[src/rtl/alu_issue_pkg.sv]
// alu_issue_pkg -- shared definitions for the ALU issue block.
//   * req_op codes as seen on the request interface
//   * alu_ctrl encodings {A_invert, B_invert/carry-in, op[1:0]}
//   * issue FSM state enum
package alu_issue_pkg;

    localparam logic [2:0] OP_AND = 3'd0;
    localparam logic [2:0] OP_OR  = 3'd1;
    localparam logic [2:0] OP_ADD = 3'd2;
    localparam logic [2:0] OP_SUB = 3'd3;
    localparam logic [2:0] OP_SLT = 3'd4;
    localparam logic [2:0] OP_NOR = 3'd5;

    localparam logic [3:0] CTRL_AND = 4'b0000;
    localparam logic [3:0] CTRL_OR  = 4'b0001;
    localparam logic [3:0] CTRL_ADD = 4'b0010;
    localparam logic [3:0] CTRL_SUB = 4'b0110;
    localparam logic [3:0] CTRL_SLT = 4'b0111;
    localparam logic [3:0] CTRL_NOR = 4'b1100;

    typedef enum logic [1:0] {
        ST_IDLE = 2'd0,
        ST_EXEC = 2'd1,
        ST_RESP = 2'd2
    } state_t;

    // True for the ops whose overflow flag is meaningful (ADD, SUB).
    function automatic logic is_add_sub(input logic [3:0] ctrl);
        return (ctrl == CTRL_ADD) || (ctrl == CTRL_SUB);
    endfunction

endpackage

[src/rtl/alu_issue_op_decode.sv]
// alu_op_decode -- combinational req_op -> alu_ctrl decode.
// Ports:
//   op      in  [2:0]  request opcode
//   ctrl    out [3:0]  ALU control word (0000 for illegal codes)
//   illegal out        opcode 6 or 7
module alu_op_decode
    import alu_issue_pkg::*;
(
    input  logic [2:0] op,
    output logic [3:0] ctrl,
    output logic       illegal
);

    always_comb begin
        ctrl    = CTRL_AND;
        illegal = 1'b0;
        case (op)
            OP_AND:  ctrl = CTRL_AND;
            OP_OR:   ctrl = CTRL_OR;
            OP_ADD:  ctrl = CTRL_ADD;
            OP_SUB:  ctrl = CTRL_SUB;
            OP_SLT:  ctrl = CTRL_SLT;
            OP_NOR:  ctrl = CTRL_NOR;
            default: illegal = 1'b1;
        endcase
    end

endmodule

[src/rtl/alu_issue.sv]
// alu_issue -- issues one request at a time to an external combinational
// 32-bit ALU and holds the captured result until the consumer takes it.
// Build option: define ALU_ISSUE_OVF_CNT_EN to add the saturating 8-bit
// ovf_cnt port counting ADD/SUB overflows.
// Ports:
//   clk, rst_n                      clock, async active-low reset
//   req_valid/req_ready/req_op/req_a/req_b   request handshake + payload
//   alu_src1/alu_src2/alu_ctrl      registered ALU operands and control
//   alu_result/zero/cout/overflow   ALU outputs (combinational from above)
//   rsp_valid/rsp_ready/rsp_*       response handshake + captured result
//   ovf_cnt                         overflow counter (option only)
module alu_issue
    import alu_issue_pkg::*;
#(
    parameter int DW = 32
) (
    input  logic          clk,
    input  logic          rst_n,
    input  logic          req_valid,
    output logic          req_ready,
    input  logic [2:0]    req_op,
    input  logic [DW-1:0] req_a,
    input  logic [DW-1:0] req_b,
    output logic [DW-1:0] alu_src1,
    output logic [DW-1:0] alu_src2,
    output logic [3:0]    alu_ctrl,
    input  logic [DW-1:0] alu_result,
    input  logic          alu_zero,
    input  logic          alu_cout,
    input  logic          alu_overflow,
    output logic          rsp_valid,
    input  logic          rsp_ready,
    output logic [DW-1:0] rsp_result,
    output logic          rsp_zero,
    output logic          rsp_cout,
    output logic          rsp_overflow,
    output logic          rsp_err
`ifdef ALU_ISSUE_OVF_CNT_EN
    ,
    output logic [7:0]    ovf_cnt
`endif
);

    state_t     state, state_nxt;
    logic [3:0] dec_ctrl;
    logic       dec_illegal;
    logic       load_op;   // accept of a legal op: load operands/ctrl
    logic       load_err;  // accept of an illegal op: post error response
    logic       capture;   // EXEC: latch ALU outputs into response

    alu_op_decode u_dec (
        .op      (req_op),
        .ctrl    (dec_ctrl),
        .illegal (dec_illegal)
    );

    always_ff @(posedge clk or negedge rst_n) begin
        if (!rst_n) state <= ST_IDLE;
        else        state <= state_nxt;
    end

    always_comb begin
        state_nxt = state;
        req_ready = 1'b0;
        load_op   = 1'b0;
        load_err  = 1'b0;
        capture   = 1'b0;
        case (state)
            ST_IDLE: req_ready = 1'b1;
            ST_EXEC: begin
                capture   = 1'b1;
                state_nxt = ST_RESP;
            end
            ST_RESP: begin
                // Ready for a new request only when the held response
                // retires on the same edge.
                req_ready = rsp_ready;
                if (rsp_ready) state_nxt = ST_IDLE;
            end
            default: state_nxt = ST_IDLE;
        endcase
        if (req_valid && req_ready) begin
            if (dec_illegal) begin
                load_err  = 1'b1;
                state_nxt = ST_RESP;
            end else begin
                load_op   = 1'b1;
                state_nxt = ST_EXEC;
            end
        end
    end

    assign rsp_valid = (state == ST_RESP);

    // Illegal ops leave the ALU-side registers untouched.
    always_ff @(posedge clk or negedge rst_n) begin
        if (!rst_n) begin
            alu_src1 <= '0;
            alu_src2 <= '0;
            alu_ctrl <= CTRL_AND;
        end else if (load_op) begin
            alu_src1 <= req_a;
            alu_src2 <= req_b;
            alu_ctrl <= dec_ctrl;
        end
    end

    // capture and load_err are exclusive: req_ready is low in EXEC.
    always_ff @(posedge clk or negedge rst_n) begin
        if (!rst_n) begin
            rsp_result   <= '0;
            rsp_zero     <= 1'b0;
            rsp_cout     <= 1'b0;
            rsp_overflow <= 1'b0;
            rsp_err      <= 1'b0;
        end else if (capture) begin
            rsp_result   <= alu_result;
            rsp_zero     <= alu_zero;
            rsp_cout     <= alu_cout;
            rsp_overflow <= alu_overflow;
            rsp_err      <= 1'b0;
        end else if (load_err) begin
            rsp_result   <= '0;
            rsp_zero     <= 1'b0;
            rsp_cout     <= 1'b0;
            rsp_overflow <= 1'b0;
            rsp_err      <= 1'b1;
        end
    end

`ifdef ALU_ISSUE_OVF_CNT_EN
    always_ff @(posedge clk or negedge rst_n) begin
        if (!rst_n) begin
            ovf_cnt <= '0;
        end else if (capture && is_add_sub(alu_ctrl) && alu_overflow
                     && (ovf_cnt != 8'hFF)) begin
            ovf_cnt <= ovf_cnt + 8'd1;
        end
    end
`endif

endmodule

[config.mk]
export PLATFORM = sky130hd
export DESIGN_NAME = alu_issue
export DESIGN_NICKNAME = d
export VERILOG_FILES = /design/src/rtl/alu_issue_pkg.sv /design/src/rtl/alu_issue_op_decode.sv /design/src/rtl/alu_issue.sv
export SDC_FILE = /design/constraint.sdc
export NUM_CORES = 1
export LEC_CHECK = 0
export ABC_AREA = 1
export CAP_MARGIN = 10
export CORE_MARGIN = 2
export CORE_UTILIZATION = 30
export DETAILED_ROUTE_END_ITERATION = 8
export GPL_TIMING_DRIVEN = 0
export HOLD_SLACK_MARGIN = 0.06
export SYNTH_ARGS = -nofsm -noshare
export SYNTH_HDL_FRONTEND = slang
export SYNTH_SLANG_ARGS = --single-unit
[constraint.sdc]
create_clock -name clk -period 2.6 [get_ports clk]
set_clock_uncertainty 0.05 [all_clocks]
set_input_delay 0.65 -clock clk [delete_from_list [all_inputs] [get_ports clk]]
set_output_delay 0.65 -clock clk [all_outputs]
set_load 0.01 [all_outputs]
== Word-level counts from Yosys, hierarchy flattened ==
Index checks and enable logic that the tools add are counted.

* Register bits after elaboration: 106
* Input port bits: 106

* Equal/unequal tests: 9
* Reductions and logical operators: 6
* Multiplexer cells: 19

{| class="wikitable"
|+ Operators by type and width
! cell !! number
|-
| 2-to-1 mux 32 bit || 2
|-
| one-hot mux 4 bit (5 select lines) || 1
|-
| 2-to-1 mux 1 bit || 11
|-
| == test 3 x 2 -> 1 bit (second input constant) || 2
|-
| == test 3 bit (second input constant) || 2
|-
| 2-to-1 mux 2 bit || 3
|-
| one-hot mux 2 bit (3 select lines) || 1
|-
| OR reduction 6 bit || 1
|-
| == test 3 x 1 -> 1 bit (second input constant) || 1
|-
| zero test 3 bit || 1
|-
| != test 3 x 1 -> 1 bit (second input constant) || 1
|-
| == test 2 x 1 -> 1 bit (second input constant) || 1
|-
| == test 2 bit (second input constant) || 1
|-
| zero test 2 bit || 1
|-
| != test 2 bit (second input constant) || 1
|-
| one-hot mux 1 bit (2 select lines) || 1
|-
| AND reduction 2 bit || 1
|-
| nonzero test 2 bit || 1
|-
| logical AND 1 bit || 1
|}

== Logic depth before layout (Yosys ltp) ==
Gate-level depths: netlist of the first run.

* Depth in word-level cells: 6
* Gate-level depth with buffers: 10

== Modules after synthesis ==
A second synthesis of the first run with hierarchy kept.

* Cell total of the unflattened synthesis: 475
* Area total of the unflattened synthesis: 4,182.8 µm²

{| class="wikitable"
|+ By module, submodules not included
! module !! cells an instance !! area each (µm²) !! instances
|-
| alu_issue || 454 || 4,067.7 || 1
|-
| alu_op_decode || 21 || 115.1 || 1
|}

== Worst setup path after synthesis of the first run ==
No wires, ideal clock.

* Path kind: input to output
* From: input rsp_ready
* To: output req_ready
* Arrival: 0.885 ns
* Required time: 1.900 ns
* Path slack: 1.015 ns
* Stages on the path: 4
* Cell sequence: inv_1 nand2_1 nand2_1 inv_1

* Longest elaborated chain between the ends: 1

{| class="wikitable"
|+ Ends and longest elaborated chain
! item !! RTL line !! source
|-
| start: declaration || alu_issue.sv:32 || <nowiki>input logic rsp_ready,</nowiki>
|-
| one-hot mux 1 bit (2 select lines) || alu_issue.sv:68 || <nowiki>case (state)</nowiki>
|-
| end: declaration || alu_issue.sv:20 || <nowiki>output logic req_ready,</nowiki>
|}

Every way passes these cells.

== Worst setup path after layout of the first run ==
Same ends and word-level chain as after synthesis.

==> results of run 1 <==
## critical path, delay by kind of cell
family	cells	cell delay (ns)
buffers and inverters	4	0.71
AND/OR/NAND/NOR	2	0.12
## how the worst max path moves through the flow
stage	to	from	depth (start not counted)	slack [ns]
2_1_floorplan	req_ready	rsp_ready	4	1.02
3_3_place_gp	rsp_result[29]	rst_n	1	-3.30
3_5_place_dp	req_ready	rsp_ready	6	0.02
4_1_cts	req_ready	rsp_ready	6	0.02
5_1_grt	req_ready	rsp_ready	6	0.34
6_report	req_ready	rsp_ready	6	0.42
## repair_timing
action	in CTS	in global routing
endpoints found under the hold margin	0	0
gates resized for setup	0	1
endpoints found under the setup margin	0	1
## metal layers
| layer | wire length [microns] | part of all wire | track usage | up-vias |
|---|---|---|---|---|
| met5 | 0 | 0 | 0 | - |
| met4 | 143 | 0.012 | 0.05388 | 0 |
| met3 | 891 | 0.075 | 0.04417 | 10 |
| met2 | 5532 | 0.47 | 0.2676 | 127 |
| met1 | 5240 | 0.44 | 0.2058 | 1701 |
| li1 | - | - | - | 1869 |
## flip-flops by register name (all words and copies together), names as in the netlist
signal,cells
alu_ctrl,4
alu_src1,32
alu_src2,32
rsp_cout,1
rsp_err,1
rsp_overflow,1
rsp_result,32
rsp_zero,1
state,2
## cell usage in the layout, fill, tap and decap left out, types with 5 or more instances in the layout
cell,netlist,routed
nand3_1,38,38
inv_2,5,5
dfrtp_1,106,106
buf_2,13,13
clkbuf_16,0,9
buf_6,5,5
clkdlybuf4s50_1,0,209
inv_1,6,6
nand2_1,274,274
## report_power, final
part / switching, mW / internal, mW / leakage, nW
Clock: 0.595 / 0.991 / 0.172
Sequential: 0.262 / 2.13 / 1.33
Combinational: 0.923 / 1.20 / 1.86
Total: 1.78 / 4.32 / 3.36
## cell type report
class | instances | area, sq um | area share
clock inverters | 4 | 98.84 | 0.01444
plain buffers | 23 | 140.1 | 0.02048
repair buffers | 212 | 2140 | 0.3126
clock buffers | 11 | 252.7 | 0.03693
well taps | 176 | 220.2 | 0.03218
multi-input cells | 326 | 1299 | 0.1898
flip-flops and latches | 106 | 2653 | 0.3876
inverters | 11 | 41.29 | 0.006033
## logic make-up (layout without fill, tap and decap cells)
group                  count (synthesis)  after routing  synth area share
and+or+nand+nor                      320            320            0.3064
AOI/OAI and AO/OA                      6              6          0.007871
DFF                                  106            106            0.6418
buffers and inverters                 34            261           0.04390
==> flow_metrics.env, run 1 <==
export IMPL_status="complete, no violations"
export IMPL_fill_cells=1253
export IMPL_final_hold_violation_count=0
export IMPL_drt_iter0_drc=189
export IMPL_path_clk_slew_ns=0.07
export IMPL_period_minus_slack_ns=2.184
export IMPL_critPathCaptureType="primary output"
export IMPL_synth_edf_count=0
export IMPL_rr_worst_depth=9
export IMPL_synth_top_area_frac=0.6418
export IMPL_synth_seq_area_share=0.6418
export IMPL_yosysMostFrequentCell="nand2_1"
export IMPL_dieArea_sq_um=14730
export IMPL_dp_cells=854
export IMPL_synth_cells=466
export IMPL_fin_crit_sh=0.8398
export IMPL_final_cell_area_sq_um=6844
export IMPL_antenna_found_initial=0
export IMPL_max_stage_delay_ns=0.45
export IMPL_grt_ovfl_total=0
export IMPL_ys_seq_elements=106
export IMPL_yosys_top_cells_count="274 x nand2_1, 106 x dfrtp_1, 38 x nand3_1"
export IMPL_finalSetupViolations=0
export IMPL_vias=3707
export IMPL_synth_area_leader_cell="dfrtp_1"
export IMPL_clock_latency_ns=0.34
export IMPL_total_leakage_power_nw=3.361
export IMPL_grt_pass1_vias=3776
export IMPL_crit_slowest_cell="clkdlybuf4s50_1"
export IMPL_dp_slack_ns=0.01975
export IMPL_rows=42
export IMPL_hold_class="primary input to asynchronous set/reset pin"
export IMPL_rrSetupSlack_ns=1.08
export IMPL_rsz0062_at_grt="false"
export IMPL_dr_pass1_iters=4
export IMPL_synth_distinct_cells=17
export IMPL_start_kind="primary input"
export IMPL_power_total_mw=6.101
export IMPL_grt_first_pass_wirelength_microns=18670
export IMPL_syn_nets=572
export IMPL_max_clock_freq_mhz=458.0
export IMPL_final_setup_worst_slack_ns=0.4165
export IMPL_worstMarginPinSlew_ns=0.7867
export IMPL_drt_wl_total_microns=11810
export IMPL_grt_total_usage=0.1620
export IMPL_drive_above_1_share=0.06494
export IMPL_gp_congestion=0.7854
export IMPL_cp_max_fo=2
export IMPL_vias_per_cell=4.266
export IMPL_r2r_end="alu_src2[6]"
export IMPL_numCtsBuffers=9
export IMPL_fin_cells=869
export IMPL_crit_chain="clkdlybuf4s50_1 -> inv_1 -> nand2_1 -> nand2_1 -> inv_1 -> dlymetal6s2s_1"
export IMPL_ant_nets=0
export IMPL_whs_ns=0.3279
export IMPL_synthTopCellsByArea="dfrtp_1 64%, nand2_1 25%, nand3_1 4.6%, buf_2 1.6%, buf_6 1.4%"
export IMPL_numPortBuffers=211
export IMPL_holdBufCountCts=0
export IMPL_wl_per_cell_microns=13.59
export IMPL_drv_slew=0
export IMPL_yosysWarnings=0
export IMPL_clock_path_buffers=2
export IMPL_reg2reg_from="state[1]"
export IMPL_clock_sinks=106
export IMPL_async_flop_share=1.000
export IMPL_drc=0
export IMPL_cp_required_ns=1.90
export IMPL_root_buffer="clkbuf_16"
export IMPL_cts_setup_buffers=0
export IMPL_core_area_sq_um=13350
export IMPL_dp_hpwl_microns=8743
export IMPL_place_area_sq_um=6490
export IMPL_antenna_cells=0
export IMPL_grt_max_degree=60
export IMPL_slew_headroom=0.4755
export IMPL_die_h_microns=121.4
export IMPL_syn_to_final_growth_pct=65.61
export IMPL_worstPathArrival_ns=1.48
export IMPL_start_util=0.3096
export IMPL_tns_ns=0
export IMPL_nNetsFinal=795
export IMPL_pwr_density_cell_nw_per_um2=891.4
export IMPL_crit_type="primary input to primary output"
export IMPL_avgSynthCellArea_sq_um=8.868
export IMPL_fin_util=0.5127
export IMPL_fp_dieW_microns=121.4
export IMPL_synth_area_sq_um=4133
export IMPL_io_pins=212
export IMPL_cts_tree="yes"
export IMPL_cap_violations=0
export IMPL_vdd_drop_max_v=0.0004029
export IMPL_synthFlopType="dfrtp_1"
export IMPL_htreeDepth=3
Note: power is estimated with default switching activity, not from simulation.
==> inputs of run 2 (changes only) <==
--- a/config.mk
+++ b/config.mk
@@ -12,6 +12,7 @@
 export DETAILED_ROUTE_END_ITERATION = 8
 export GPL_TIMING_DRIVEN = 0
 export HOLD_SLACK_MARGIN = 0.06
+export PLACE_DENSITY = 0.66
 export SYNTH_ARGS = -nofsm -noshare
 export SYNTH_HDL_FRONTEND = slang
 export SYNTH_SLANG_ARGS = --single-unit
==> constraint.sdc (replaced) <==
create_clock -name clk -period 1.9 [get_ports clk]
set_clock_uncertainty 0.05 [all_clocks]
set_input_delay 0.475 -clock clk [delete_from_list [all_inputs] [get_ports clk]]
set_output_delay 0.475 -clock clk [all_outputs]
set_load 0.01 [all_outputs]
==> run 2 against run 1 <==
Setup slack lost 0.32 ns. Core utilization shrank 0.61 points. Count of clock-buffer cells in the layout grew 2. First-iteration DRC count grew 42%. Die area is the same. Critical path type is now flop to primary output. Largest cell class unchanged.
==> flow_metrics.env, run 2 (synthesis gave the netlist of run 1 again) <==
export IMPL_numCtsBuffers=9
export IMPL_drt_wl_total_microns=11870
export IMPL_fin_crit_sh=0.9512
export IMPL_ant_nets=0
export IMPL_gp_congestion=0.7709
export IMPL_grt_pass1_vias=3818
export IMPL_top_regs="alu_src1 (32), alu_src2 (32), rsp_result (32)"
export IMPL_cp_required_ns=1.37
export IMPL_crit_chain="clkdlybuf4s50_1"
export IMPL_whs_ns=0.07452
export IMPL_status="complete, no violations"
export IMPL_drive_above_1_share=0.06494
export IMPL_hold_class="primary input to asynchronous set/reset pin"
export IMPL_dp_slack_ns=-0.3256
export IMPL_clock_sinks=106
export IMPL_drc=0
export IMPL_finalSetupViolations=0
export IMPL_start_util=0.3096
export IMPL_wl_met2_microns=5736
export IMPL_rrSetupSlack_ns=0.40
export IMPL_wl_per_cell_microns=13.66
export IMPL_root_buffer="clkbuf_16"
export IMPL_fp_dieW_microns=121.4
export IMPL_grt_first_pass_wirelength_microns=18740
export IMPL_final_hold_violation_count=0
export IMPL_tns_ns=0
export IMPL_rr_worst_depth=9
export IMPL_crit_slowest_cell="clkdlybuf4s50_1"
export IMPL_nNetsFinal=795
export IMPL_drt_iter0_drc=269
export IMPL_antenna_cells=0
export IMPL_io_pins=212
export IMPL_p_clk_frac=0.219
export IMPL_wl_met1_microns=5021
export IMPL_max_stage_delay_ns=0.57
export IMPL_vias=3828
export IMPL_antenna_found_initial=0
export IMPL_rsz0062_at_grt="false"
export IMPL_cap_violations=0
export IMPL_clock_latency_ns=0.34
export IMPL_switchingPower_mw=2.411
export IMPL_crit_type="flop to primary output"
export IMPL_vdd_drop_max_v=0.0004467
export IMPL_cts_tree="yes"
export IMPL_die_h_microns=121.4
export IMPL_total_leakage_power_nw=3.323
export IMPL_swShare=0.3045
export IMPL_numPortBuffers=211
export IMPL_combPwrFrac=0.367
export IMPL_worst_path_buf_inv=1
export IMPL_period_minus_slack_ns=1.807
export IMPL_max_clock_freq_mhz=553.3
export IMPL_grt_total_usage=0.1627
export IMPL_cp_max_fo=2
export IMPL_layout_commonest_cell="nand2_1"
export IMPL_htreeDepth=3
export IMPL_vias_per_cell=4.405
export IMPL_wl_met3_microns=871
export IMPL_internal_power_mw=5.507
export IMPL_dp_hpwl_microns=8878
export IMPL_grt_ovfl_total=0
export IMPL_cp_top_family="buffers and inverters"
export IMPL_reg2reg_from="state[1]"
export IMPL_critPathCaptureType="primary output"
export IMPL_worstPathArrival_ns=1.28
export IMPL_drv_slew=0
export IMPL_clock_path_buffers=2
export IMPL_highest_layer="met4"
export IMPL_fill_cells=1247
export IMPL_start_kind="flop"
export IMPL_rows=42
export IMPL_path_clk_slew_ns=0.07
export IMPL_grt_max_degree=64
export IMPL_pwr_density_cell_nw_per_um2=1171
export IMPL_slew_headroom=0.6131
export IMPL_syn_to_final_growth_pct=63.64
export IMPL_final_setup_worst_slack_ns=0.09274
export IMPL_core_area_sq_um=13350
export IMPL_dieArea_sq_um=14730
export IMPL_worstMarginPinSlew_ns=0.5803
export IMPL_p_seq_frac=0.414
export IMPL_mostFrequentLayoutCells="274 x nand2_1, 208 x clkdlybuf4s50_1, 106 x dfrtp_1, 38 x nand3_1, 14 x buf_2"
export IMPL_r2r_end="alu_src2[16]"
export IMPL_fin_util=0.5067
export IMPL_dr_pass1_iters=4
[run 2: layer usage]
layer	global-route usage	vias to the layer above
met2	0.2721	136
met3	0.04135	16
met4	0.06897	0
met5	0	-
li1	-	1874
met1	0.1992	1802
[run 2: through the flow]
| stage | total power [mW] | cells | cell area, sq um |
|---|---|---|---|
| 6_report | 7.917 | 869 | 6763 |
| 4_1_cts | 8.016 | 869 | 6756 |
| 5_1_grt | 8.418 | 869 | 6763 |
| 3_5_place_dp | 6.259 | 854 | 6490 |
| 2_1_floorplan | 4.361 | 466 | 4133 |
| 3_3_place_gp | 6.194 | 853 | 6465 |
[run 2: timing repair]
| item | in CTS | in global routing |
|---|---|---|
| resized for setup | 5 | 2 |
| buffers inserted | 0 | 0 |
| pin swaps | 0 | 0 |
| setup endpoints to repair | 2 | 12 |
| hold buffers | 0 | 0 |
[run 2: area by class of cell]
| class | count | area (sq um) | share of cell area |
|---|---|---|---|
| sequential | 106 | 2653 | 0.3922 |
| multi-input combinational | 326 | 1304 | 0.1928 |
| inverter | 11 | 41.29 | 0.006105 |
| clock buffer | 13 | 260.3 | 0.03848 |
| timing repair buffer | 212 | 2131 | 0.3151 |
| tap | 176 | 220.2 | 0.03256 |
| clock inverter | 2 | 12.51 | 0.001850 |
| buffer | 23 | 141.4 | 0.02091 |
[run 2: worst max-delay path by stage]
stage / depth (start not counted) / start / slack (ns) / end
2_1_floorplan: 10 / rsp_ready / 0.53 / alu_ctrl[0]
3_3_place_gp: 1 / rst_n / -3.71 / rsp_result[22]
3_5_place_dp: 6 / rsp_ready / -0.33 / req_ready
4_1_cts: 1 / alu_ctrl[2] / 0.08 / alu_ctrl[2]
5_1_grt: 1 / alu_ctrl[2] / 0.02 / alu_ctrl[2]
6_report: 1 / alu_ctrl[2] / 0.09 / alu_ctrl[2]
[run 2: power groups by stage]
stage / clock (mW) / sequential (mW) / combinational, mW
after floorplan: 0 / 3.61 / 0.753
after CTS: 1.78 / 3.28 / 2.95
after global placement: 0 / 3.29 / 2.90
after global routing: 1.88 / 3.36 / 3.18
final: 1.73 / 3.28 / 2.91
after detailed placement: 0 / 3.31 / 2.95
==> inputs of run 3 (changes only) <==
--- a/config.mk
+++ b/config.mk
@@ -7,7 +7,6 @@
 export LEC_CHECK = 0
 export ABC_AREA = 1
 export CAP_MARGIN = 10
-export CORE_MARGIN = 2
 export CORE_UTILIZATION = 30
 export DETAILED_ROUTE_END_ITERATION = 8
 export GPL_TIMING_DRIVEN = 0
==> constraint.sdc (replaced) <==
create_clock -name clk -period 1.9 [get_ports clk]
set_clock_uncertainty 0.05 [all_clocks]
set_input_delay 0.19 -clock clk [delete_from_list [all_inputs] [get_ports clk]]
set_output_delay 0.19 -clock clk [all_outputs]
set_load 0.01 [all_outputs]
==> run 3 against run 2 <==
Via count unchanged. Critical path depth is 3 higher. Count of clock-buffer cells in the layout decreased by 3. Final cell count rose by 0.23%. Global-route usage up 0.85 points. Highest routed layer unchanged. Register-to-register slack got worse by 0.07 ns. Non-clock buffer count up 1. Largest cell class unchanged. Critical endpoint is now req_ready. Core utilization is 0.68 points higher.
==> flow_metrics.env, run 3 (synthesis gave the netlist of run 1 again) <==
export IMPL_status="complete, no violations"
export IMPL_vias=3828
export IMPL_gp_congestion=0.7564
export IMPL_ant_nets=0
export IMPL_rsz0062_at_grt="false"
export IMPL_clock_path_buffers=2
export IMPL_path_clk_slew_ns=0.07
export IMPL_fin_cells=871
export IMPL_dieArea_sq_um=14250
export IMPL_top_regs="alu_src1 (32), alu_src2 (32), rsp_result (32)"
export IMPL_cts_setup_buffers=0
export IMPL_pwr_density_cell_nw_per_um2=1218
export IMPL_period_minus_slack_ns=1.723
export IMPL_total_leakage_power_nw=3.351
export IMPL_htreeDepth=3
export IMPL_die_h_microns=119.4
export IMPL_grt_ovfl_total=0
export IMPL_worst_path_buf_inv=2
export IMPL_grt_first_pass_wirelength_microns=18990
export IMPL_vdd_drop_max_v=0.0006130
export IMPL_vias_per_cell=4.395
export IMPL_drive_above_1_share=0.06619
export IMPL_grt_pass1_vias=3882
export IMPL_numPortBuffers=211
export IMPL_cap_violations=0
export IMPL_max_stage_delay_ns=0.54
export IMPL_worstMarginPinSlew_ns=0.7023
export IMPL_antenna_cells=0
export IMPL_syn_to_final_growth_pct=65.82
export IMPL_fp_dieW_microns=119.4
export IMPL_cts_tree="yes"
export IMPL_nNetsFinal=796
export IMPL_clock_latency_ns=0.34
export IMPL_critPathCaptureType="primary output"
export IMPL_antenna_found_initial=0
export IMPL_core_area_sq_um=13350
export IMPL_worstPathArrival_ns=1.48
export IMPL_dp_cells=854
export IMPL_finalSetupViolations=0
export IMPL_crit_slowest_cell="clkdlybuf4s50_1"
export IMPL_crit_chain="nand2_1 -> nand2_1 -> inv_1 -> clkdlybuf4s50_1"
export IMPL_whs_ns=0.3173
export IMPL_hold_class="primary input to flop"
export IMPL_slew_headroom=0.5318
export IMPL_drv_slew=0
export IMPL_cts_resized=0
export IMPL_wl_per_cell_microns=13.46
export IMPL_max_clock_freq_mhz=580.5
export IMPL_numCtsBuffers=9
export IMPL_layout_commonest_cell="nand2_1"
export IMPL_dp_hpwl_microns=8723
export IMPL_drt_iter0_drc=166
export IMPL_drt_wl_total_microns=11730
export IMPL_cpMostUsedCell="nand2_1"
export IMPL_final_hold_violation_count=0
export IMPL_mostFrequentLayoutCells="274 x nand2_1, 210 x clkdlybuf4s50_1, 106 x dfrtp_1, 38 x nand3_1, 13 x buf_2"
export IMPL_start_util=0.3096
export IMPL_drc=0
export IMPL_rows=42
export IMPL_grt_max_degree=55
export IMPL_fin_crit_sh=0.9066
export IMPL_grt_total_usage=0.1712
export IMPL_cp_top_family="buffers and inverters"
export IMPL_cp_max_fo=3
export IMPL_clock_sinks=106
export IMPL_crit_type="flop to primary output"
export IMPL_cp_required_ns=1.66
export IMPL_io_pins=212
export IMPL_holdBufCountCts=1
export IMPL_root_buffer="clkbuf_16"
export IMPL_start_kind="flop"
export IMPL_dr_pass1_iters=4
[run 3: worst reg2reg max path, stage by stage (launching register included)]
cell	delay (ns)
dfrtp_1	0.40
nand2_1	0.07
nand2_1	0.07
nor2_2	0.14
nand2_2	0.18
inv_2	0.12
buf_6	0.15
buf_6	0.15
nand2_1	0.11
nand2_1	0.07
[run 3: final timing paths]
check,startpoint,end,slack (ns),cells after the start
worst max-delay path,state[1],req_ready,0.18,4
worst min-delay path,req_a[30],alu_src1[30],0.32,3
worst max register to register,state[1],alu_src2[16],0.33,9
worst min register to register,alu_src2[24],alu_src2[24],0.43,2
max in group asynchronous,rst_n,rsp_result[4],0.72,3
min in group asynchronous,rst_n,alu_src1[17],0.38,2
[run 3: report_power, final]
part | internal [mW] | switching [mW] | leakage (nW)
combinational | 1.65 | 1.26 | 1.86
clock | 1.33 | 0.835 | 0.165
sequential | 2.91 | 0.364 | 1.33
total | 5.89 | 2.46 | 3.35
[run 3: area by class of cell]
class | count | area, sq um
buffer | 23 | 140.1
clock buffer | 10 | 239.0
clock inverter | 6 | 113.9
fill | 1270 | 6495
inverter | 11 | 41.29
multi-input combinational | 326 | 1299
sequential | 106 | 2653
tap | 176 | 220.2
timing repair buffer | 213 | 2147
[run 3: routing by layer]
layer	wire length [microns]	global-route usage
met5	0	0
met4	245	0.07109
met3	836	0.05364
met2	5770	0.2874
met1	4874	0.2020
[run 3: per-stage QoR]
stage / worst slack (ns) / instance area (sq um) / utilization / setup TNS, ns / power (mW)
after detailed placement: 0.007519 / 6490 / 0.4862 / 0 / 6.257
after global routing: 0.09842 / 6853 / 0.5134 / 0 / 8.855
final: 0.1774 / 6853 / 0.5134 / 0 / 8.350
after CTS: 0.1455 / 6853 / 0.5134 / 0 / 8.471
after floorplan: 0.6384 / 4133 / - / 0 / 4.361
after global placement: -3.442 / 6465 / 0.4843 / -364.36 / 6.188
